--- src/rtl/demux_pkg.sv ---
// ============================================================================
// Module      : demux_pkg
// Description : Shared constants and state encoding for the 4-way dispatcher.
// Revision    : 1.0 - initial release
// ============================================================================
`default_nettype none

package demux_pkg;

    localparam int   NUM_CH     = 4;
    localparam logic MODE_RR    = 1'b0;
    localparam logic MODE_FIXED = 1'b1;

    typedef enum logic [0:0] {
        EMPTY = 1'b0,
        FULL  = 1'b1
    } state_t;

endpackage

`default_nettype wire

--- src/rtl/rr_pick4.sv ---
// ============================================================================
// Module      : rr_pick4
// Description : Picks the first requesting channel starting at a rotating
//               pointer; purely combinational.
// Revision    : 1.0 - initial release
// ============================================================================
`default_nettype none

module rr_pick4
    import demux_pkg::*;
(
    input  logic [3:0] req,
    input  logic [1:0] start,
    output logic [1:0] idx,
    output logic       found
);

    logic [1:0] w_pos;

    // Scan from the farthest candidate back to start so the nearest one wins.
    always_comb begin
        idx   = 2'd0;
        found = 1'b0;
        w_pos = 2'd0;
        for (int k = NUM_CH - 1; k >= 0; k--) begin
            w_pos = start + 2'(k);
            if (req[w_pos]) begin
                idx   = w_pos;
                found = 1'b1;
            end
        end
    end

endmodule

`default_nettype wire

--- src/rtl/demux_rr_dispatcher_x4.sv ---
// ============================================================================
// Module      : demux_rr_dispatcher_x4
// Description : One-entry holding stage that dispatches a valid/ready stream
//               to four channels (round-robin or fixed) with transfer counters.
// Revision    : 1.0 - initial release
// ============================================================================
`default_nettype none

module demux_rr_dispatcher_x4
    import demux_pkg::*;
#(
    parameter int BUS_WIDTH = 8,
    parameter int CNT_WIDTH = 16
) (
    input  logic                 clk,
    input  logic                 rst_n,
    input  logic [BUS_WIDTH-1:0] in_data,
    input  logic                 in_valid,
    output logic                 in_ready,
    input  logic                 mode,
    input  logic [1:0]           fix_sel,
    input  logic [3:0]           ch_en,
    output logic [BUS_WIDTH-1:0] out_data,
    output logic [3:0]           out_valid,
    input  logic [3:0]           out_ready,
    output logic [1:0]           cur_sel,
    input  logic                 cnt_clr,
    output logic [CNT_WIDTH-1:0] cnt0,
    output logic [CNT_WIDTH-1:0] cnt1,
    output logic [CNT_WIDTH-1:0] cnt2,
    output logic [CNT_WIDTH-1:0] cnt3
);

    state_t                 r_state;
    state_t                 w_state_nxt;
    logic [1:0]             r_ptr;
    logic [BUS_WIDTH-1:0]   r_data;
    logic [3:0]             r_valid;
    logic [1:0]             r_sel;
    logic [CNT_WIDTH-1:0]   r_cnt [NUM_CH];

    logic [3:0]             w_req;
    logic [1:0]             w_tgt;
    logic                   w_found;
    logic                   w_fire;
    logic                   w_accept;

    // Fixed mode reuses the picker with a single-bit mask.
    assign w_req = (mode == MODE_FIXED) ? ((4'b0001 << fix_sel) & ch_en) : ch_en;

    rr_pick4 u_pick (
        .req   (w_req),
        .start (r_ptr),
        .idx   (w_tgt),
        .found (w_found)
    );

    assign w_fire   = (r_state == FULL) && out_ready[r_sel];
    assign in_ready = ((r_state == EMPTY) || w_fire) && w_found;
    assign w_accept = in_valid && in_ready;

    always_ff @(posedge clk or negedge rst_n) begin
        if (!rst_n) begin
            r_state <= EMPTY;
        end else begin
            r_state <= w_state_nxt;
        end
    end

    always_comb begin
        w_state_nxt = r_state;
        case (r_state)
            EMPTY:   if (w_accept) w_state_nxt = FULL;
            FULL:    if (w_fire && !w_accept) w_state_nxt = EMPTY;
            default: w_state_nxt = EMPTY;
        endcase
    end

    always_ff @(posedge clk or negedge rst_n) begin
        if (!rst_n) begin
            r_ptr   <= 2'd0;
            r_data  <= '0;
            r_valid <= 4'b0000;
            r_sel   <= 2'd0;
        end else if (w_accept) begin
            r_data  <= in_data;
            r_sel   <= w_tgt;
            r_valid <= 4'b0001 << w_tgt;
            if (mode == MODE_RR) begin
                r_ptr <= w_tgt + 2'd1;
            end
        end else if (w_fire) begin
            r_valid <= 4'b0000;
        end
    end

    // Clear takes priority over a same-cycle fire; counts saturate at all-ones.
    generate
        for (genvar g = 0; g < NUM_CH; g++) begin : g_cnt
            always_ff @(posedge clk or negedge rst_n) begin
                if (!rst_n) begin
                    r_cnt[g] <= '0;
                end else if (cnt_clr) begin
                    r_cnt[g] <= '0;
                end else if (w_fire && (r_sel == 2'(g)) && (r_cnt[g] != '1)) begin
                    r_cnt[g] <= r_cnt[g] + {{(CNT_WIDTH-1){1'b0}}, 1'b1};
                end
            end
        end
    endgenerate

    assign out_data  = r_data;
    assign out_valid = r_valid;
    assign cur_sel   = r_sel;
    assign cnt0      = r_cnt[0];
    assign cnt1      = r_cnt[1];
    assign cnt2      = r_cnt[2];
    assign cnt3      = r_cnt[3];

endmodule

`default_nettype wire
--- config.mk ---
export PLATFORM = sky130hd
export DESIGN_NAME = demux_rr_dispatcher_x4
export DESIGN_NICKNAME = d
export VERILOG_FILES = /design/src/rtl/demux_pkg.sv /design/src/rtl/rr_pick4.sv /design/src/rtl/demux_rr_dispatcher_x4.sv
export SDC_FILE = /design/constraint.sdc
export NUM_CORES = 1
export LEC_CHECK = 0
export CORE_AREA = 3 3 100 102
export CTS_CLUSTER_SIZE = 24
export DETAILED_ROUTE_END_ITERATION = 16
export DIE_AREA = 0 0 103 105
export GPL_ROUTABILITY_DRIVEN = 0
export PLACE_DENSITY = 0.86
export SKIP_LAST_GASP = 1
export SYNTH_ARGS = -nofsm -noshare
export SYNTH_HDL_FRONTEND = slang
export SYNTH_SLANG_ARGS = --single-unit
--- constraint.sdc ---
create_clock -name clk -period 2.7 [get_ports clk]
set_input_delay 0.405 -clock clk [delete_from_list [all_inputs] [get_ports clk]]
set_output_delay 0.405 -clock clk [all_outputs]
set_load 0.02 [all_outputs]
==> flow_summary.yaml <==
logic_synthesis:
  yosys.area.top_type: "dfrtp_1"
  syn_nets: 492
  yosys-top-cells-count: "dfrtp_1, nor2_1, xnor2_1"
  synth_edf_count: 0
  yosysWarnings: 0
  yosysMostFrequentCell: "dfrtp_1"
  ys_ff_latch: 81
  netlist_top_cells_area: "dfrtp_1, xnor2_1, nor2_1, xor2_1, nand3_1"
  avgSynthCellArea_um2: 9.91
  synth_ff_type: "dfrtp_1"
  ys_types: 58
  syn_area_um2: 4570
  synthCells: 461
  yosysSeqAreaShare_pct: 44.4
  async_reset_ff_share_pct: 100
  synth_top_area_share_pct: 44.4
timing:
  worstMarginPinSlew_ns: 0.741
  holdWs_ns: 0.00549
  timing.fmax_mhz: 385
  slew-limit-headroom_pct: 50.2
  min_period_ns: 2.60
  setup_viol: 0
  fin_skew_ns: 0.0120
  final.period_utilization_pct: 96.3
  grt_setup_unrepaired: "false"
  final-hold-violation-count: 0
  final_max_slew_viol_count: 0
clocking:
  cts_buffer_depth: 2
  clock_latency_ns: 0.34
  cts.sinks: 81
  root_buffer: "clkbuf_8"
  cts_tree: "done"
  htreeDepth: 3
  tritoncts.num_buffers: 9
  post_cts_buffers: 0
  clk_pin_slew_worst_paths_ns: 0.09
floorplan:
  die_h_um: 105
  placementRows: 35
  start_util_pct: 49.7
  die_x_um: 103
  ios: 102
  die-area_um2: 10800
  coreArea_um2: 9200
detailed_routing:
  dr_total_vias: 3959
  remaining_drc_errors: 0
  dr.pass1.iters: 4
  viasPerCell: 5.77
  routed.top_layer: "met4"
  drt-total-wl_um: 11100
  wl_met3_um: 674
  detail_route.wl_per_cell_um: 16.2
  wl_met2_um: 5290
  drt-met1-wl_um: 5110
  drtIter0Drc: 285
  ant_nets: 0
setup_path:
  cp_slowest_stage_delay_ns: 0.52
  slowest_stage: "clkdlybuf4s50_1"
  path_class: "in2out"
  crit_family: "buffers and inverters"
  crit_path_end: "in_ready"
  crit_required_ns: 2.30
  crit_buf_inv: 4
  timing.rr.start: "r_ptr[0]"
  cp_max_fo: 6
  timing.rr.end: "out_valid[1]"
  path_cells: "clkdlybuf4s50_1 -> buf_4 -> nand4b_1 -> o211ai_2 -> o41ai_4 -> inv_4 -> dlygate4sd2_1"
  r2r_slack_ns: 0.23
  arrival_ns: 2.19
  critPathCaptureType: "output pin"
  critical_path.startpoint_type: "input port"
  reg2reg_depth: 8
  cp_num_cells: 7
  startpoint: "fix_sel[1]"
place:
  hpwl_um: 8070
  dp_cells: 671
  port_buffers: 101
grt:
  grtUsageTotal_pct: 21.2
  antenna_found_initial: 0
  grt_pass1_wl_um: 18800
  grt_start_max_net_pins: 48
  grt_overflow: 0
  grt_pass1_vias: 4044
power_and_ir_drop:
  peakVddDrop_v: 0.000299
  power_leakage_nw: 2.43
  power_density_nw_per_um2: 610
final_layout:
  fin_cells: 686
  syn2layout_area_growth_pct: 31.1
  num-nets-final: 602
  drive_above_1_share_pct: 11.0
  n_antenna_cell: 0
run:
  max_cap_viol_count: 0
outcome:
  status: "finished clean"
worst_hold_path:
  hp-class: "in2async"
layout make-up:
type,count,area [µm²]
clock buffer,10,138
clock inverter,5,80.1
fill,721,3210
inverter,15,58.8
multi-input combinational,345,2400
sequential,81,2030
tap,111,139
timing repair buffer,119,1150
cells by family (layout without fill, tap and decap cells):
logic type,count (synthesis),count (layout),share of synthesized area [%]
simple gates,196,196,23.3
xor+xnor,48,48,9.20
fa+ha+maj,8,8,2.19
buf+inv,35,149,3.45
flops,81,81,44.4
mux,21,21,5.56
compound gates,72,72,11.9
how the worst min path moves through the flow:
stage,cells past startpoint,start,end
detailed placement,1,rst_n,cnt1[11]
global placement,1,rst_n,cnt1[11]
finish,1,rst_n,cnt0[14]
CTS,1,rst_n,cnt0[13]
floorplan,0,rst_n,cnt0[0]
global route,1,rst_n,cnt0[4]
metal layers:
layer | vias up | GRT usage, %
met5 | - | 0
met3 | 8 | 6.07
met4 | 0 | 4.44
met1 | 1940 | 28.0
met2 | 111 | 34.5
li1 | 1900 | -
report_power, final:
part | switching (mW) | internal (mW) | total [mW]
Combinational | 0.598 | 0.609 | 1.21
Clock | 0.424 | 0.539 | 0.963
Sequential | 0.136 | 1.35 | 1.48
Total | 1.16 | 2.50 | 3.65
placed cells by master (no fill, tap or decap), drive strengths merged, types with 11 or more instances in the layout:
cell,instances
and3,12
nor2,61
inv,15
nand4,16
o21ai,13
a211oi,11
buf,20
nand3,23
nand2,28
xnor2,31
dfrtp,81
clkdlybuf4s50,97
xor2,17
sequential cells by signal, indices dropped and copies added (netlist names):
register	count
cnt3	16
cnt1	16
out_data	8
r_state	1
out_valid	4
r_ptr	2
cnt2	16
cnt0	16
cur_sel	2
per-stage QoR:
step / utilization (%) / TNS, ns / total power, mW / cell area, µm² / setup WS (ns)
floorplan: - / 0 / 2.22 / 4570 / 0.291
global placement: 62.7 / -0.942 / 2.66 / 5770 / -0.188
detailed placement: 62.7 / -2.37 / 2.72 / 5770 / -0.320
CTS: 65.1 / 0 / 3.68 / 5980 / 0.0914
global route: 65.1 / 0 / 3.86 / 5990 / 0.0259
finish: 65.1 / 0 / 3.65 / 5990 / 0.100
repair_timing:
action | in CTS | in global routing
hold buffers | 0 | 0
pin swaps | 1 | 0
endpoints found under the setup margin | 1 | 2
resized for setup | 3 | 1
endpoints found under the hold margin | 0 | 0
Power figures use the tool's default switching activity.
